--- src/rtl/uart_rx_cfg_if.sv ---
// Receive-side bundle for uart_rx_cfg: serial line in, word/flags out with valid/ready.
// master = the receiver core, slave = the consumer that also drives the line.
interface uart_rx_cfg_if #(
    parameter int DATA_WIDTH = 8
);
    logic                  rx;
    logic [DATA_WIDTH-1:0] rx_data;
    logic                  rx_valid;
    logic                  rx_ready;
    logic                  rx_frame_err;
    logic                  rx_parity_err;
    logic                  rx_overrun;
    logic                  rx_busy;

    modport master (
        input  rx,
        input  rx_ready,
        output rx_data,
        output rx_valid,
        output rx_frame_err,
        output rx_parity_err,
        output rx_overrun,
        output rx_busy
    );

    modport slave (
        output rx,
        output rx_ready,
        input  rx_data,
        input  rx_valid,
        input  rx_frame_err,
        input  rx_parity_err,
        input  rx_overrun,
        input  rx_busy
    );
endinterface

--- src/rtl/uart_rx_cfg.sv ---
// Configurable UART receiver: 2-flop synchroniser, 3-sample majority vote per bit,
// false-start rejection, parity/framing flags and a valid/ready output with overrun pulse.
//
// state     | meaning
// ----------+---------------------------------------------------------------
// IDLE      | line idle, waiting for rx_s low
// START     | start bit; a voted 1 is treated as a glitch and abandoned
// DATA      | payload bits, LSB first
// PARITY    | parity bit (only when PARITY != 0)
// STOP      | stop bit(s); frame completes at the vote of the last one
// WAIT_HIGH | framing error seen, waiting for the line to return high
module uart_rx_cfg #(
    parameter int DATA_WIDTH   = 8,
    parameter int CLKS_PER_BIT = 1667,
    parameter int PARITY       = 0,
    parameter int STOP_BITS    = 1
) (
    input logic            clk,
    input logic            rst,
    uart_rx_cfg_if.master  bus
);

    localparam int H  = CLKS_PER_BIT / 2;
    localparam int TW = $clog2(CLKS_PER_BIT);
    localparam int IW = $clog2(DATA_WIDTH);

    localparam logic [TW-1:0] T_LAST = TW'(CLKS_PER_BIT - 1);
    localparam logic [TW-1:0] T_S0   = TW'(H - 1);
    localparam logic [TW-1:0] T_S1   = TW'(H);
    localparam logic [TW-1:0] T_VOTE = TW'(H + 1);
    localparam logic [IW-1:0] IDX_LAST   = IW'(DATA_WIDTH - 1);
    localparam logic          STOP_LAST  = 1'(STOP_BITS - 1);
    localparam logic          PAR_TARGET = (PARITY == 1);

    typedef enum logic [2:0] {
        S_IDLE,
        S_START,
        S_DATA,
        S_PARITY,
        S_STOP,
        S_WAIT_HIGH
    } state_t;

    state_t                state_q;
    logic                  rx_meta_q;
    logic                  rx_s_q;
    logic [TW-1:0]         timer_q;
    logic [IW-1:0]         bit_idx_q;
    logic                  stop_idx_q;
    logic [1:0]            smp_q;
    logic [DATA_WIDTH-1:0] shift_q;
    logic                  ferr_acc_q;
    logic                  perr_acc_q;
    logic [DATA_WIDTH-1:0] data_q;
    logic                  valid_q;
    logic                  ferr_q;
    logic                  perr_q;
    logic                  ovr_q;
    logic                  busy_q;

    logic voted;
    logic at_vote;
    logic at_wrap;
    logic frame_ferr;
    logic can_load;

    assign voted      = (smp_q[0] & smp_q[1]) | (smp_q[0] & rx_s_q) | (smp_q[1] & rx_s_q);
    assign at_vote    = (timer_q == T_VOTE);
    assign at_wrap    = (timer_q == T_LAST);
    assign frame_ferr = ferr_acc_q | ~voted;
    assign can_load   = ~valid_q | bus.rx_ready;

    always_ff @(posedge clk) begin
        if (rst) begin
            state_q    <= S_IDLE;
            rx_meta_q  <= 1'b1;
            rx_s_q     <= 1'b1;
            timer_q    <= '0;
            bit_idx_q  <= '0;
            stop_idx_q <= 1'b0;
            smp_q      <= 2'b11;
            shift_q    <= '0;
            ferr_acc_q <= 1'b0;
            perr_acc_q <= 1'b0;
            data_q     <= '0;
            valid_q    <= 1'b0;
            ferr_q     <= 1'b0;
            perr_q     <= 1'b0;
            ovr_q      <= 1'b0;
            busy_q     <= 1'b0;
        end else begin
            rx_meta_q <= bus.rx;
            rx_s_q    <= rx_meta_q;
            ovr_q     <= 1'b0;

            if (valid_q && bus.rx_ready) begin
                valid_q <= 1'b0;
            end

            if (state_q != S_IDLE) begin
                timer_q <= at_wrap ? '0 : timer_q + 1'b1;
            end
            if (timer_q == T_S0) begin
                smp_q[0] <= rx_s_q;
            end
            if (timer_q == T_S1) begin
                smp_q[1] <= rx_s_q;
            end

            case (state_q)
                S_IDLE: begin
                    timer_q <= '0;
                    if (!rx_s_q) begin
                        state_q    <= S_START;
                        busy_q     <= 1'b1;
                        bit_idx_q  <= '0;
                        stop_idx_q <= 1'b0;
                        ferr_acc_q <= 1'b0;
                        perr_acc_q <= 1'b0;
                    end
                end
                S_START: begin
                    if (at_vote && voted) begin
                        state_q <= S_IDLE;
                        busy_q  <= 1'b0;
                        timer_q <= '0;
                    end else if (at_wrap) begin
                        state_q <= S_DATA;
                    end
                end
                S_DATA: begin
                    if (at_vote) begin
                        shift_q[bit_idx_q] <= voted;
                    end
                    if (at_wrap) begin
                        if (bit_idx_q == IDX_LAST) begin
                            bit_idx_q <= '0;
                            state_q   <= (PARITY != 0) ? S_PARITY : S_STOP;
                        end else begin
                            bit_idx_q <= bit_idx_q + 1'b1;
                        end
                    end
                end
                S_PARITY: begin
                    if (at_vote) begin
                        perr_acc_q <= ((^shift_q) ^ voted) != PAR_TARGET;
                    end
                    if (at_wrap) begin
                        state_q <= S_STOP;
                    end
                end
                S_STOP: begin
                    if (at_vote) begin
                        if (stop_idx_q == STOP_LAST) begin
                            // Complete mid-bit so a back-to-back start edge is not missed.
                            state_q <= frame_ferr ? S_WAIT_HIGH : S_IDLE;
                            busy_q  <= frame_ferr;
                            timer_q <= '0;
                            if (can_load) begin
                                data_q  <= shift_q;
                                ferr_q  <= frame_ferr;
                                perr_q  <= perr_acc_q;
                                valid_q <= 1'b1;
                            end else begin
                                ovr_q <= 1'b1;
                            end
                        end else begin
                            ferr_acc_q <= frame_ferr;
                        end
                    end
                    if (at_wrap) begin
                        stop_idx_q <= 1'b1;
                    end
                end
                S_WAIT_HIGH: begin
                    timer_q <= '0;
                    if (rx_s_q) begin
                        state_q <= S_IDLE;
                        busy_q  <= 1'b0;
                    end
                end
                default: begin
                    state_q <= S_IDLE;
                    busy_q  <= 1'b0;
                end
            endcase
        end
    end

    assign bus.rx_data       = data_q;
    assign bus.rx_valid      = valid_q;
    assign bus.rx_frame_err  = ferr_q;
    assign bus.rx_parity_err = perr_q;
    assign bus.rx_overrun    = ovr_q;
    assign bus.rx_busy       = busy_q;

endmodule

--- src/flat_wrapper.sv ---
// flat-port wrapper written by rule: the top's interface ports become plain ports
module uart_rx_cfg_flat 
#(
    parameter int DATA_WIDTH   = 8,
    parameter int CLKS_PER_BIT = 1667,
    parameter int PARITY       = 0,
    parameter int STOP_BITS    = 1
)
  (clk, rst, bus_rx, bus_rx_ready, bus_rx_data, bus_rx_valid, bus_rx_frame_err, bus_rx_parity_err, bus_rx_overrun, bus_rx_busy);
  uart_rx_cfg_if #(.DATA_WIDTH(DATA_WIDTH)) bus_i ();
  input logic clk;
  input logic rst;
  input wire logic [$bits(bus_i.rx)-1:0] bus_rx;
  input wire logic [$bits(bus_i.rx_ready)-1:0] bus_rx_ready;
  output wire logic [$bits(bus_i.rx_data)-1:0] bus_rx_data;
  output wire logic [$bits(bus_i.rx_valid)-1:0] bus_rx_valid;
  output wire logic [$bits(bus_i.rx_frame_err)-1:0] bus_rx_frame_err;
  output wire logic [$bits(bus_i.rx_parity_err)-1:0] bus_rx_parity_err;
  output wire logic [$bits(bus_i.rx_overrun)-1:0] bus_rx_overrun;
  output wire logic [$bits(bus_i.rx_busy)-1:0] bus_rx_busy;
  assign bus_i.rx = bus_rx;
  assign bus_i.rx_ready = bus_rx_ready;
  assign bus_rx_data = bus_i.rx_data;
  assign bus_rx_valid = bus_i.rx_valid;
  assign bus_rx_frame_err = bus_i.rx_frame_err;
  assign bus_rx_parity_err = bus_i.rx_parity_err;
  assign bus_rx_overrun = bus_i.rx_overrun;
  assign bus_rx_busy = bus_i.rx_busy;
  uart_rx_cfg #(.DATA_WIDTH(DATA_WIDTH), .CLKS_PER_BIT(CLKS_PER_BIT), .PARITY(PARITY), .STOP_BITS(STOP_BITS)) u_core (.clk(clk), .rst(rst), .bus(bus_i));
endmodule
--- config.mk ---
export PLATFORM = sky130hd
export DESIGN_NAME = uart_rx_cfg_flat
export DESIGN_NICKNAME = d
export VERILOG_FILES = /design/src/rtl/uart_rx_cfg_if.sv /design/src/rtl/uart_rx_cfg.sv /design/src/flat_wrapper.sv
export SDC_FILE = /design/constraint.sdc
export NUM_CORES = 1
export LEC_CHECK = 0
export ABC_AREA = 1
export CAP_MARGIN = 25
export CORE_MARGIN = 5
export CORE_UTILIZATION = 35
export CTS_BUF_LIST = sky130_fd_sc_hd__clkbuf_4
export CTS_CLUSTER_DIAMETER = 40
export CTS_CLUSTER_SIZE = 25
export DETAILED_ROUTE_END_ITERATION = 10
export PLACE_DENSITY_LB_ADDON = 0.05
export SETUP_SLACK_MARGIN = 0.2
export SLEW_MARGIN = 20
export SYNTH_ARGS = -nofsm -noshare
export SYNTH_HDL_FRONTEND = slang
export SYNTH_SLANG_ARGS = --single-unit
--- constraint.sdc ---
create_clock -name clk -period 2.05 [get_ports clk]
set_input_delay 0.41 -clock clk [delete_from_list [all_inputs] [get_ports clk]]
set_output_delay 0.41 -clock clk [all_outputs]
set_load 0.02 [all_outputs]
== Yosys cells after proc, flatten, opt, wreduce, memory -nomap -nowiden ==
Cells that the tools add are included.

* Bits in registers: 45
* Input port bits: 4
* Output and inout port bits: 13

* Add/sub/neg operators: 2
* Magnitude comparators: 2
* Eq/ne operators: 22
* Mux-type cells: 44
* Bitwise gates (word level): 14
* Reduce and logical (&&, ||, !) cells: 20

{| class="wikitable"
|+ Operators with widths
! cell !! number
|-
| 11-bit 2-to-1 mux || 5
|-
| 3-bit 2-to-1 mux || 13
|-
| 11-bit by 10-bit == test with 1-bit output (second input constant) || 3
|-
| 11-bit case mux with 3 select lines || 1
|-
| 2-bit by 1-bit != test with 1-bit output (second input constant) || 9
|-
| 3-bit case mux with 6 select lines || 1
|-
| 1-bit 2-to-1 mux || 17
|-
| 11-bit by 1-bit adder with 11-bit output (second input constant) || 1
|-
| 11-bit == test (second input constant) || 1
|-
| 3-bit == test (second input constant) || 3
|-
| 3-bit AND reduction || 3
|-
| 8-bit bitwise mux || 1
|-
| 4-bit AND reduction || 2
|-
| 8-bit AND reduction || 1
|-
| 8-bit parity || 1
|-
| 3-bit by 2-bit == test with 1-bit output (second input constant) || 2
|-
| 1-bit inverter || 6
|-
| 1-bit case mux with 2 select lines || 3
|-
| 3-bit case mux with 2 select lines || 1
|-
| 6-bit AND reduction || 1
|-
| 2-bit nonzero test || 3
|-
| 1-bit case mux with 5 select lines || 1
|-
| 3-bit by 4-bit less-than comparator with 1-bit output (second input constant) || 1
|-
| 2-bit != test (second input constant) || 2
|-
| other kinds (14) || 22
|}

== Depth between registers and ports, before layout ==
Gate-level depths: netlist (run 1).

* Depth in word-level cells: 9
* Depth in mapped cells: 11
* Depth with buffers taken out: 11

== Worst setup path before layout (run 1) ==
OpenSTA, ideal clock, no wires.

* Path type: reg2reg
* From: reg u_core.timer_q[0]
* To: reg u_core.state_q[2]
* Data arrival time: 1.363 ns
* Required time: 1.935 ns
* Setup slack: 0.572 ns
* Stages on the path, launching flop included: 12
* Path buffers: 0
* Clock period less this slack: 1.478 ns
* Cells stage by stage: dfxtp_1 inv_1 ha_1 inv_1 nor2_2 nand3_1 nand2_1 nand2_1 nor2_4 nand3_1 nand2_1 nor2_1

* Longest elaborated chain between the ends: 4

{| class="wikitable"
|+ RTL lines
! what !! line !! RTL
|-
| start, declared || uart_rx_cfg.sv:47 || <nowiki>logic [TW-1:0] timer_q;</nowiki>
|-
| start signal, assigned || uart_rx_cfg.sv:101 || <nowiki>timer_q <= at_wrap ? '0 : timer_q + 1'b1;</nowiki>
|-
| 11-bit by 10-bit == test with 1-bit output || uart_rx_cfg.sv:68 || <nowiki>assign at_vote = (timer_q == T_VOTE);</nowiki>
|-
| 1-bit logical AND || uart_rx_cfg.sv:123 || <nowiki>if (at_vote && voted) begin</nowiki>
|-
| 3-bit by 1-bit != test with 1-bit output (no line) or 3-bit 2-to-1 mux (tied branches) || -- ||
|-
| 8-bit AND reduction (no line) or 3-bit case mux with 6 select lines (tied branches) || -- ||
|-
| end signal, assigned || uart_rx_cfg.sv:138 || <nowiki>state_q <= (PARITY != 0) ? S_PARITY : S_STOP;</nowiki>
|-
| end signal, assigned || uart_rx_cfg.sv:156 || <nowiki>state_q <= frame_ferr ? S_WAIT_HIGH : S_IDLE;</nowiki>
|-
| end, declared || uart_rx_cfg.sv:44 || <nowiki>state_t state_q;</nowiki>
|}

Parallel ways exist; a longest one is shown, timed or not.
A chain may end at the register's enable or synchronous reset.

== Worst setup path in the final report (run 1) ==
* From: reg u_core.data_q[2] (netlist: u_core.bus.rx_data[2])
* To: out bus_rx_data[2]

{| class="wikitable"
|+ RTL lines
! what !! line !! RTL
|-
| start, declared || uart_rx_cfg.sv:54 || <nowiki>logic [DATA_WIDTH-1:0] data_q;</nowiki>
|-
| start signal, assigned || uart_rx_cfg.sv:160 || <nowiki>data_q <= shift_q;</nowiki>
|-
| end, declared || flat_wrapper.sv:15 || <nowiki>output wire logic [$bits(bus_i.rx_data)-1:0] bus_rx_data;</nowiki>
|}

No word-level cell between the ends.

==> results of run 1 <==
==> state kept, by name (all words and copies together), names as in the netlist, 2 cells and up <==
signal	cells
u_core.shift_q	8
u_core.smp_q	2
u_core.bit_idx_q	3
u_core.state_q	3
u_core.bus.rx_data	8
u_core.timer_q	11
==> cells by family after synthesis <==
logic type / count (synthesis)
buffers and inverters: 54
adders and majority gates: 6
DFF: 45
and+or+nand+nor: 201
xor gates and xnor gates: 3
AOI/OAI and AO/OA: 40
==> worst max path at each step <==
stage | from | end | cells past startpoint
6_report | u_core.bus.rx_data[2] | bus_rx_data[2] | 1
5_1_grt | u_core.timer_q[0] | u_core.bit_idx_q[0] | 10
4_1_cts | u_core.timer_q[0] | u_core.bus.rx_data[0] | 10
3_5_place_dp | u_core.timer_q[0] | u_core.bus.rx_data[0] | 10
3_3_place_gp | u_core.timer_q[0] | u_core.bit_idx_q[0] | 9
2_1_floorplan | u_core.timer_q[0] | u_core.state_q[2] | 11
==> metrics by stage <==
| stage | instance area [um^2] | std cells | utilization, % |
|---|---|---|---|
| 2_1_floorplan | 2390 | 349 | - |
| 3_3_place_gp | 2630 | 443 | 39.1 |
| 3_5_place_dp | 2630 | 443 | 39.1 |
| 4_1_cts | 2690 | 451 | 40.0 |
| 5_1_grt | 2740 | 453 | 40.8 |
| 6_report | 2740 | 453 | 40.8 |
==> what timing repair did <==
item | 4_1_cts | 5_1_grt
setup endpoints to repair | 0 | 33
setup buffers | 0 | 1
gates resized for setup | 0 | 9
==> cell usage after synthesis <==
cell type,instances
nand2_1,72
o211ai_1,1
a21o_2,1
nand3_2,4
a21oi_1,17
xnor2_1,2
clkbuf_4,1
inv_2,4
o311ai_0,2
buf_6,2
ha_1,6
o21ai_2,1
inv_1,43
buf_4,1
nand3_1,24
nand2_2,6
nor2_4,5
or2_2,2
buf_2,1
nand2_4,1
nand4_1,9
a22oi_1,1
clkbuf_1,1
nor3_4,1
nor2_1,66
xor2_1,1
o21ai_0,16
nor2_2,4
nor3_1,6
a31oi_1,1
dfxtp_1,45
nand4_2,1
clkinv_1,1
==> power by group <==
group,switching [mW],internal (mW),total [mW]
Sequential,0.0975,0.958,1.06
Clock,0.317,0.136,0.454
Combinational,0.712,0.338,1.05
==> routing by layer <==
| metal | part of all wire, % | wire length, um | track usage (%) | up-vias |
|---|---|---|---|---|
| met5 | 0 | 0 | 0 | - |
| met4 | 0.61 | 33 | 4.08 | 0 |
| met3 | 3.1 | 166 | 2.84 | 2 |
| met2 | 42 | 2270 | 19.1 | 21 |
| met1 | 54 | 2960 | 19.7 | 923 |
| li1 | - | - | - | 1161 |
==> area by class of cell <==
cell class                      count  area share [%]
Tap cell                           80            3.65
Inverter                           48            6.66
Multi-Input combinational cell    251            47.2
Timing Repair Buffer               21            7.39
Clock inverter                      3           0.776
Clock buffer                        5            1.37
Sequential cell                    45            32.9
==> summary.txt, run 1 <==
Starting density of the core: 35.5%
Ports: 17
Final number of max-transition violations: 0
Cells along the critical path: clkdlybuf4s50_1
DRT Wirelength: 5.42 mm
Overall power consumption: 2.56 mW
Clock transition at path regs: 0.14 ns
Final total negative setup slack: 0 ns
Crit-path leading delay family: buffers and inverters
Initial DRT Pass Iterations: 4
Number of buffers created by CTS: 5
Count of filler cells inserted in the layout: 707
Peak per-stage delay on the critical path: 0.62 ns
Class of the worst hold path: flip-flop to flip-flop
Number of global-route vias before repair: 1940
Core area: 6720 um^2
Largest net degree at the start of global routing: 17
Final global-route overflow total: 0
Net count after synthesis: 359
Most common cell after layout, fill and taps aside: nand2_1
Share of cells above drive strength 1: 12.3%
Mean area per synthesized cell: 6.84 um^2
Worst path required time: 1.64 ns
Launch point of the worst hold path: u_core.rx_meta_q
Post-cts hold buffer count: 0
Footprint of the flip-flops and latches: 902 um^2
Arrival time at the worst endpoint: 1.36 ns
Commonest cells after routing, fill and taps aside: nand2_1 (72), nor2_1 (66), dfxtp_1 (44)
Area of the die: 8570 um^2
Period Utilization, post-route: 86.3%
Hpwl dp: 4.09 mm
Total standard cell area after synthesis: 2390 um^2
CTS tree: built
Sinks on Clock Net: 45
Minimum hold slack: 0.429 ns
Routed len/inst: 12.0 um
Power density over the cells: 934 nW/um^2
Mux cell area share after synthesis: 0%
Unique cell type count in the Yosys netlist: 33
Worst Setup Slack, final: 0.281 ns
Worst Path Max Fanout: 2
Pin slew with the least headroom to its limit: 0.286 ns
Final setup viols: 0
Vias/cell: 4.65
Flop2flop setup slack: 0.39 ns
Part of the Yosys area used for sequential elements: 37.8%
Run status: finished, final reports clean
Total Nets Final: 382
DRC viols: 0
Chip width: 92.6 um
Endpoint, Worst Hold: u_core.rx_s_q
Final GP Congestion: 0.769
Skew-Pair Late Insertion Delay: 0.36 ns
Number of cells on the worst hold path: 1
Total of warnings raised by yosys: 0
Maximum count of clock buffers along a single path: 2
Relative area change from synthesis to final layout: 14.9%
Detailed router's first-iteration violation count: 84
Cell count after synthesis: 349
Post-Synth Adder-Cell Area: 3.15%
Wire length of the first global-routing pass: 9.27 mm
Area fraction in compound gates after synthesis: 9.28%
Place WS: 0.256 ns
CP Buf/Inv Count: 1
Main combinational cell family by area after synthesis: simple AND/OR/NAND/NOR gates
Slowest library cell on the worst path: clkdlybuf4s50_1
CTS HTree Levels: 2
Antenna diode count: 0
Initial antenna violation count: 0
Clock root buffer master: clkbuf_4
Highest ir drop seen on vdd: 0.301 mV
Multi-input gate area: 1290 um^2
Gr usage total: 13.3%
Highest clock frequency the design can meet: 0.565 GHz
Worst Reg2Reg Path Length in Cells: 10
Routed Antenna Nets: 0
Simple-gate portion of the synthesized area: 39.2%
Portion of synthesized cell area occupied by the leading cell type: 37.8%
Register bit count reported by yosys: 45
Setup CP Type: flip-flop to output pin
Cell taking the most area after synthesis: dfxtp_1
Max_slew headroom: 80.7%
Final critical-path required period: 1.77 ns
Startpoint kind of the worst setup timing path: flip-flop
Y dimension of the die: 92.6 um
RSZ-0062 raised after global routing: true
Via total after detailed routing: 2107
Most area-consuming cells after synthesis: dfxtp_1 (38%), nand2_1 (11%), nor2_1 (10%)
Setup skew after layout: 0.00954 ns
Leakage component of the power: 1.22 nW
Number of placement rows: 30
Capture instance of the worst register-to-register path: u_core.bus.rx_data[1]
Quantity of I/O buffers inserted on ports: 16
Capturing element type of the critical path: output pin
Final Hold Fails: 0
Startpoint of the worst register-to-register path: u_core.timer_q[0]
Share of the synthesized netlist area taken by xor and xnor gates: 1.10%
Max-capacitance violation count: 0
Power figures use the tool's default switching activity.
==> inputs of run 2 (changes only) <==
--- a/config.mk
+++ b/config.mk
@@ -14,6 +14,7 @@
 export CTS_CLUSTER_SIZE = 25
 export DETAILED_ROUTE_END_ITERATION = 10
 export PLACE_DENSITY_LB_ADDON = 0.05
+export REMOVE_ABC_BUFFERS = 1
 export SETUP_SLACK_MARGIN = 0.2
 export SLEW_MARGIN = 20
 export SYNTH_ARGS = -nofsm -noshare
==> run 2 against run 1 <==
Compared with the run above: via count grew 0.28%; clock-buffer cell count is the same; clock skew is essentially flat; worst hold slack gained 0.0016 ns; utilization grew 0.056 points; non-clock buffer count is the same; die area is the same.
==> summary.txt, run 2 (synthesis results as in run 1) <==
Total Nets Final: 382
Register containing the most flip-flops in the final layout: u_core.timer_q
Cells along the critical path: clkdlybuf4s50_1
Final setup viols: 0
Relative area change from synthesis to final layout: 15.0%
Startpoint kind of the worst setup timing path: flip-flop
Setup skew after layout: 0.00913 ns
Maximum count of clock buffers along a single path: 2
Share of cells above drive strength 1: 12.6%
Total cell area at the placement stage: 2640 um^2
Met3 WL: 196 um
Final GP Congestion: 0.754
Area of the die: 8570 um^2
Startpoint of the worst register-to-register path: u_core.timer_q[0]
Run status: finished, final reports clean
Post-cts hold buffer count: 0
Max-capacitance violation count: 0
Chip width: 92.6 um
Ports: 17
Launch point of the worst hold path: u_core.rx_meta_q
CTS HTree Levels: 2
Highest clock frequency the design can meet: 0.577 GHz
Worst Path Max Fanout: 2
Highest ir drop seen on vdd: 0.242 mV
Routed len/inst: 12.1 um
Slowest library cell on the worst path: clkdlybuf4s50_1
Max_slew headroom: 79.9%
Initial DRT Pass Iterations: 4
Final global-route overflow total: 0
Core utilization of the finished layout: 40.9%
Number of global-route vias before repair: 1955
Pin slew with the least headroom to its limit: 0.300 ns
Vias/cell: 4.67
Max FFs per register: 11
Class of the worst hold path: flip-flop to flip-flop
Clock transition at path regs: 0.13 ns
Initial antenna violation count: 0
CP Buf/Inv Count: 1
Quantity of I/O buffers inserted on ports: 16
Skew-Pair Late Insertion Delay: 0.34 ns
Worst path required time: 1.64 ns
Leakage component of the power: 1.20 nW
Routed met1 length: 3.00 mm
Final Hold Fails: 0
Core area: 6720 um^2
Number of cells on the worst hold path: 1
Peak per-stage delay on the critical path: 0.61 ns
Final number of max-transition violations: 0
Amount of wire on met2 after detailed routing: 2.26 mm
Detailed router's first-iteration violation count: 67
Setup Fix Bufs, Post-CTS: 0
Period Utilization, post-route: 84.5%
Wire length of the first global-routing pass: 9.47 mm
Final total negative setup slack: 0 ns
RSZ-0062 raised after global routing: true
Starting density of the core: 35.5%
Antenna diode count: 0
Setup CP Type: flip-flop to output pin
Y dimension of the die: 92.6 um
Arrival time at the worst endpoint: 1.32 ns
Most common cell after layout, fill and taps aside: nand2_1
DRT Wirelength: 5.49 mm
Number of buffers created by CTS: 5
Crit-path leading delay family: buffers and inverters
Final critical-path required period: 1.73 ns
Worst Reg2Reg Path Length in Cells: 10
Clock root buffer master: clkbuf_4
DRC viols: 0
Number of placement rows: 30
Gr usage total: 13.6%
Sinks on Clock Net: 45
Hpwl dp: 4.11 mm
Power density over the cells: 923 nW/um^2
Highest routed layer: met4
Cell area after layout: 2750 um^2
Largest net degree at the start of global routing: 15
Commonest cells after routing, fill and taps aside: nand2_1 (71), nor2_1 (66), inv_1 (43), dfxtp_1 (43), nand3_1 (23)
Capturing element type of the critical path: output pin
CTS tree: built
Via total after detailed routing: 2113
Flop2flop setup slack: 0.40 ns
Endpoint, Worst Hold: u_core.rx_s_q
Capture instance of the worst register-to-register path: u_core.shift_q[1]
Routed Antenna Nets: 0
-- run 2: per-stage QoR --
stage,hold WS [ns],worst slack [ns],cells,power (mW)
2_1_floorplan,0.389,0.495,343,1.88
3_3_place_gp,0.394,0.319,444,2.12
3_5_place_dp,0.404,0.276,444,2.13
4_1_cts,0.435,0.238,451,2.54
5_1_grt,0.461,0.194,452,2.80
6_report,0.431,0.318,452,2.53
-- run 2: how the worst max path moves through the flow --
stage | start | endpoint | slack (ns) | cells after the start
2_1_floorplan | u_core.timer_q[0] | u_core.bus.rx_data[0] | 0.49 | 10
3_3_place_gp | bus_rx_ready | u_core.bus.rx_data[6] | 0.32 | 7
3_5_place_dp | u_core.timer_q[0] | u_core.bus.rx_data[6] | 0.28 | 10
4_1_cts | u_core.timer_q[0] | u_core.bus.rx_data[6] | 0.24 | 10
5_1_grt | u_core.timer_q[0] | u_core.bit_idx_q[1] | 0.19 | 10
6_report | u_core.bus.rx_data[2] | bus_rx_data[2] | 0.32 | 1
-- run 2: cell type report --
| class | instances | area [um^2] |
|---|---|---|
| Inverter | 48 | 183 |
| Tap cell | 80 | 100 |
| Multi-Input combinational cell | 251 | 1310 |
| Sequential cell | 45 | 906 |
| Timing Repair Buffer | 21 | 200 |
| Clock buffer | 5 | 37.5 |
| Fill cell | 706 | 3970 |
| Clock inverter | 2 | 11.3 |
-- run 2: metal layers --
layer  vias up  global-route usage (%)
met2        28                    19.3
met1       915                    20.4
li1       1168                       -
met4         0                    3.34
met5         -                       0
met3         2                    3.01
-- run 2: what timing repair did --
| action | in CTS | in global routing |
|---|---|---|
| endpoints found under the setup margin | 0 | 17 |
| resized for setup | 0 | 12 |
| endpoints found under the hold margin | 0 | 0 |
-- run 2: power by group --
group | internal [mW] | total (mW) | switching (mW)
registers | 0.960 | 1.05 | 0.0919
logic | 0.341 | 1.08 | 0.739
clock network | 0.124 | 0.403 | 0.279
==> inputs of run 3 (changes only) <==
==> constraint.sdc (replaced) <==
create_clock -name clk -period 1.59 [get_ports clk]
set_input_delay 0.318 -clock clk [delete_from_list [all_inputs] [get_ports clk]]
set_output_delay 0.318 -clock clk [all_outputs]
set_load 0.02 [all_outputs]
==> run 3 against run 2 <==
Compared with the run above: routed wire length increased by 14%; non-clock buffer count is 39 higher; cell count grew 8.8%; clock-buffer cell count stayed put; largest cell class unchanged; largest power group unchanged; highest routed layer unchanged.
==> summary.txt, run 3 (synthesis results as in run 1) <==
Largest net degree at the start of global routing: 23
Final global-route overflow total: 0
Share of cells above drive strength 1: 39.8%
CTS HTree Levels: 2
Multi-input gate area: 1600 um^2
GR peak layer: met1
Peak per-stage delay on the critical path: 0.39 ns
Period Utilization, post-route: 97.8%
Number of placement rows: 30
Core utilization of the finished layout: 50.4%
Capturing element type of the critical path: flip-flop
Y dimension of the die: 92.6 um
Gr usage total: 14.4%
Clock transition at path regs: 0.15 ns
DRC viols: 0
Met1 usage: 21.5%
Leakage component of the power: 1.46 nW
Slowest library cell on the worst path: dfxtp_4
Arrival time at the worst endpoint: 1.82 ns
Minimum hold slack: 0.424 ns
Core area: 6720 um^2
Count of filler cells inserted in the layout: 673
Highest clock frequency the design can meet: 0.643 GHz
Routed len/inst: 12.7 um
Detailed router's first-iteration violation count: 71
Place WS: -0.0307 ns
RSZ-0062 raised after global routing: true
Clock root buffer master: clkbuf_4
Worst path required time: 1.86 ns
Cell occurring most often along the worst timing path: nor2_4
Max_slew headroom: 77.6%
Number of buffers created by CTS: 5
Wire length of the first global-routing pass: 9.95 mm
Sinks on Clock Net: 45
Final GP Congestion: 0.776
Routed Antenna Nets: 0
Footprint of the flip-flops and latches: 925 um^2
Met3 routing resource usage after global routing: 3.25%
Via total after detailed routing: 2338
Max-capacitance violation count: 0
Final number of max-transition violations: 0
Cells along the critical path: nor2_4, inv_1, nor2_4, nand4_4, buf_8, nor2_4, nor2_1
Total Nets Final: 422
Final Hold Fails: 0
Pin slew with the least headroom to its limit: 0.333 ns
Run status: finished, final reports clean
Number of global-route vias before repair: 2088
Relative area change from synthesis to final layout: 42.0%
Hpwl dp: 4.14 mm
Most common cell after layout, fill and taps aside: nand2_1
Antenna diode count: 0
Power density over the cells: 1250 nW/um^2
Setup CP Type: flip-flop to flip-flop
Setup skew after layout: 0.0112 ns
Ports: 17
Class of the worst hold path: flip-flop to flip-flop
Worst Setup Slack, final: 0.0357 ns
Initial DRT Pass Iterations: 4
Met2 track utilization from global routing: 20.4%
Highest ir drop seen on vdd: 0.615 mV
Overall power consumption: 4.23 mW
Final critical-path required period: 1.55 ns
Skew-Pair Late Insertion Delay: 0.36 ns
Maximum count of clock buffers along a single path: 2
CTS tree: built
Commonest cells after routing, fill and taps aside: nand2_1 (58), nor2_1 (51), inv_1 (37)
DRT Wirelength: 6.25 mm
Startpoint kind of the worst setup timing path: flip-flop
Max FFs per register: 11
Final setup viols: 0
Worst Path Max Fanout: 8
Quantity of I/O buffers inserted on ports: 16
Initial antenna violation count: 0
Chip width: 92.6 um
Vias/cell: 4.75
Starting density of the core: 35.5%
Area of the die: 8570 um^2
Register containing the most flip-flops in the final layout: u_core.timer_q
==> run 3: changes by cell type in the layout (fill, tap and decap cells not counted), moves of 7 or more <==
| cell | change |
|---|---|
| dfxtp_2 | +9 |
| nor2_2 | +8 |
| dfxtp_1 | -11 |
| buf_4 | +30 |
| nor2_4 | +7 |
| nand3_1 | -9 |
| nand2_1 | -13 |
| o21ai_0 | -9 |
| nor2_1 | -15 |
| clkbuf_2 | +10 |
| nand2_4 | +7 |
| clkdlybuf4s50_1 | -12 |
| nand2_2 | +7 |
==> run 3: critical path: cells and delay by family (launching register included) <==
kind                   cells  cell delay (ns)
AND/OR/NAND/NOR            5             0.77
flip-flops                 1             0.39
buffers and inverters      2             0.31
==> run 3: report_power, final <==
| group | internal (mW) | switching, mW |
|---|---|---|
| sequential | 1.24 | 0.115 |
| clock | 0.329 | 0.397 |
| combinational | 0.844 | 1.30 |
==> run 3: final timing paths <==
path                            slack [ns]  depth (start not counted)                     to               from
worst min-delay path                  0.42                          1          u_core.rx_s_q   u_core.rx_meta_q
worst min register to register        0.42                          1          u_core.rx_s_q   u_core.rx_meta_q
worst max-delay path                  0.04                          7  u_core.bus.rx_data[3]  u_core.state_q[1]
worst max register to register        0.04                          7  u_core.bus.rx_data[3]  u_core.state_q[1]
==> run 3: area by class of cell <==
class | count | share of cell area (%)
Timing Repair Buffer | 60 | 14.6
Clock buffer | 5 | 1.11
Clock inverter | 2 | 1.15
Sequential cell | 45 | 27.3
Tap cell | 80 | 2.96
Multi-Input combinational cell | 251 | 47.2
Inverter | 48 | 5.39
Timing Repair inverter | 1 | 0.222
==> run 3: layer usage <==
metal	vias up	part of all wire [%]
met5	-	0
met2	38	44
li1	1233	-
met1	1056	51
met3	11	3.6
met4	0	1.6
==> run 3: through the flow <==
step                      area (um^2)  std cells  TNS (ns)
after floorplan                  2340        343         0
after global placement           2740        458         0
after detailed placement         2740        458    -0.236
after CTS                        3130        483         0
after global routing             3390        492    -0.835
final                            3390        492         0
==> run 3: what timing repair did <==
action,in CTS,in global routing
pin swaps,31,20
setup buffers,16,9
resized for setup,66,90
hold buffers,0,0
endpoints found under the setup margin,51,54
cloned,2,0
==> patch (flow settings as in run 2) <==
`CLKS_PER_BIT` is set to 1667 in 2 places; all go to 3334.
--- a/src/rtl/uart_rx_cfg.sv
+++ b/src/rtl/uart_rx_cfg.sv
@@ -12,5 +12,5 @@
 module uart_rx_cfg #(
     parameter int DATA_WIDTH   = 8,
-    parameter int CLKS_PER_BIT = 1667,
+    parameter int CLKS_PER_BIT = 3334,
     parameter int PARITY       = 0,
     parameter int STOP_BITS    = 1
--- a/src/flat_wrapper.sv
+++ b/src/flat_wrapper.sv
@@ -3,5 +3,5 @@
 #(
     parameter int DATA_WIDTH   = 8,
-    parameter int CLKS_PER_BIT = 1667,
+    parameter int CLKS_PER_BIT = 3334,
     parameter int PARITY       = 0,
     parameter int STOP_BITS    = 1
Function: no difference found for any inputs over 10 cycles, from zero or initial values and one cycle with rst high; that may be too few to reach the edited logic, so the function may still have changed.
==> patch against run 2 <==
Total power grew 2.0%. Area after synthesis rose by 1.3%. Worst setup slack worse by 0.0036 ns. Wire length fell by 1.7%. Cell area up 2.3%. First-iteration DRC count rose by 28%. Sequential cell count is 1 higher. Core utilization is 0.70 points higher. Largest power group is now sequential cells. Die area is 1.1% higher. Clock skew grew 0.00059 ns. Synthesized cell count fell by 5.7%. Cell count shrank 3.8%. Highest routed layer unchanged.
==> patch: results (changes against run 2) <==
clock skew 0.00973 ns (was 0.00913 ns); worst supply voltage drop on vdd 0.678 mV (was 0.242 mV); max FFs per register 12 (was 11); Max stage delay on crit path around 0.60 ns; DP HPWL 3950 um (was 4110 um); Synth area leaders dfxtp_1 (38%), nand2_1 (8.4%), nor2_1 (7.9%) (was dfxtp_1 (38%), nand2_1 (11%), nor2_1 (10%)); Setup WS pre-CTS 0.269 ns (was 0.276 ns); critical path peak fanout 2 (unchanged); final layout net count 364 (was 382); setup slack, reg-to-reg 0.35 ns (was 0.40 ns); CTS buffer count 5 (unchanged); most numerous cell types in the synthesized netlist nand2_1 (54), nor2_1 (51), dfxtp_1 (46) (was nand2_1 (72), nor2_1 (66), dfxtp_1 (45)); result of the run finished, final reports clean (unchanged); overall global routing resource usage 0.135 (was 0.136); maximum level of the CTS H-tree 2 (unchanged); leakage 1.19 nW (was 1.20 nW); capturing point of the worst reg2reg path u_core.bus.rx_data[0]$_SDFFE_PP0P_ (was u_core.shift_q[1]$_SDFFE_PP0P_); sequential cell area fraction in the yosys report 0.381 (was 0.378); maximum number of pins on one net before global-route repair 16 (was 15); FILL cells 735 (was 706); Clock Path Buffers 2 (unchanged); fraction of layout instances using a drive strength above 1 0.155 (was 0.126); count of unique library cells instantiated by Yosys 29 (was 33); first-pass GRT wire length 9430 um (was 9470 um); count of buffers from port buffering 16 (unchanged); source-to-sink clock delay at the later pin of the worst-skew pair 0.36 ns (was 0.34 ns); total routed wirelength 5390 um (was 5490 um); final estimated routing congestion in global placement 0.850 (was 0.754); number of vias after detailed routing 2039 (was 2113); register with the most flip-flops u_core.timer_q (unchanged); Detailed Route Iter0 Violations 86 (was 67); Worst Max-Slew Pin Slew 0.416 ns (was 0.300 ns)
-- patch: cell types whose count changed after synthesis, sizes merged, moves of 4 or more --
cell	run 2	this run
nand3	28	11
xor2	1	9
xnor2	2	6
nor2	75	58
inv	47	38
nand4	10	6
nand2	79	62
o21ai	17	21
nor3	7	36
-- patch: stage by stage --
| step | cells | utilization | hold slack (ns) | instance area [um^2] |
|---|---|---|---|---|
| 6_report | 435 | 0.416 | 0.431 | 2810 |
| 5_1_grt | 435 | 0.416 | 0.472 | 2810 |
| 4_1_cts | 429 | 0.405 | 0.437 | 2740 |
| 3_5_place_dp | 421 | 0.393 | 0.403 | 2660 |
| 3_3_place_gp | 421 | 0.393 | 0.392 | 2660 |
| 2_1_floorplan | 321 | - | 0.389 | 2370 |
-- patch: worst max-delay path by stage --
stage               cells past startpoint  slack [ns]                            startpoint                            endpoint
floorplan                               5        0.36        u_core.bus.rx_valid$_SDFF_PP0_  u_core.bus.rx_data[6]$_SDFFE_PP0P_
finish                                  1        0.31  u_core.bus.rx_frame_err$_SDFFE_PP0P_                    bus_rx_frame_err
detailed placement                     10        0.27          u_core.timer_q[0]$_SDFF_PP0_  u_core.bus.rx_data[0]$_SDFFE_PP0P_
global placement                       10        0.30          u_core.timer_q[0]$_SDFF_PP0_  u_core.bus.rx_data[0]$_SDFFE_PP0P_
CTS                                    10        0.24          u_core.timer_q[0]$_SDFF_PP0_  u_core.bus.rx_data[0]$_SDFFE_PP0P_
global route                           10        0.19          u_core.timer_q[0]$_SDFF_PP0_  u_core.bus.rx_data[2]$_SDFFE_PP0P_
-- patch: timing repair --
action | CTS | global route
gates resized for setup | 0 | 6
buffers inserted | 0 | 5
setup endpoints to repair | 0 | 33
-- patch: layout make-up --
class	instances	area [um^2]	share of cell area
multi-input cells	238	1330	0.474
flip-flops and latches	46	923	0.329
repair buffers	25	228	0.0811
inverters	38	143	0.0508
well taps	80	100	0.0357
clock buffers	7	52.6	0.0187
clock inverters	1	30.0	0.0107
-- patch: power by group --
group | leakage (nW) | total (mW) | internal (mW) | switching, mW
logic | 0.775 | 0.928 | 0.294 | 0.633
clock network | 0.0463 | 0.581 | 0.286 | 0.295
registers | 0.374 | 1.08 | 0.982 | 0.0955
total | 1.19 | 2.59 | 1.56 | 1.02
-- patch: cell families after synthesis --
group	Yosys count	share of synthesized area
XOR/XNOR	15	0.0544
buffers and inverters	46	0.0797
AO/OA/AOI/OAI	39	0.0844
adder cells (fa/ha/maj)	6	0.0311
flip-flops	46	0.381
AND/OR/NAND/NOR	177	0.369
-- patch: layer usage --
metal | track usage | wire (um)
met1 | 0.198 | 3010
met2 | 0.194 | 2140
met3 | 0.0306 | 172
met4 | 0.0427 | 72
met5 | 0 | 0
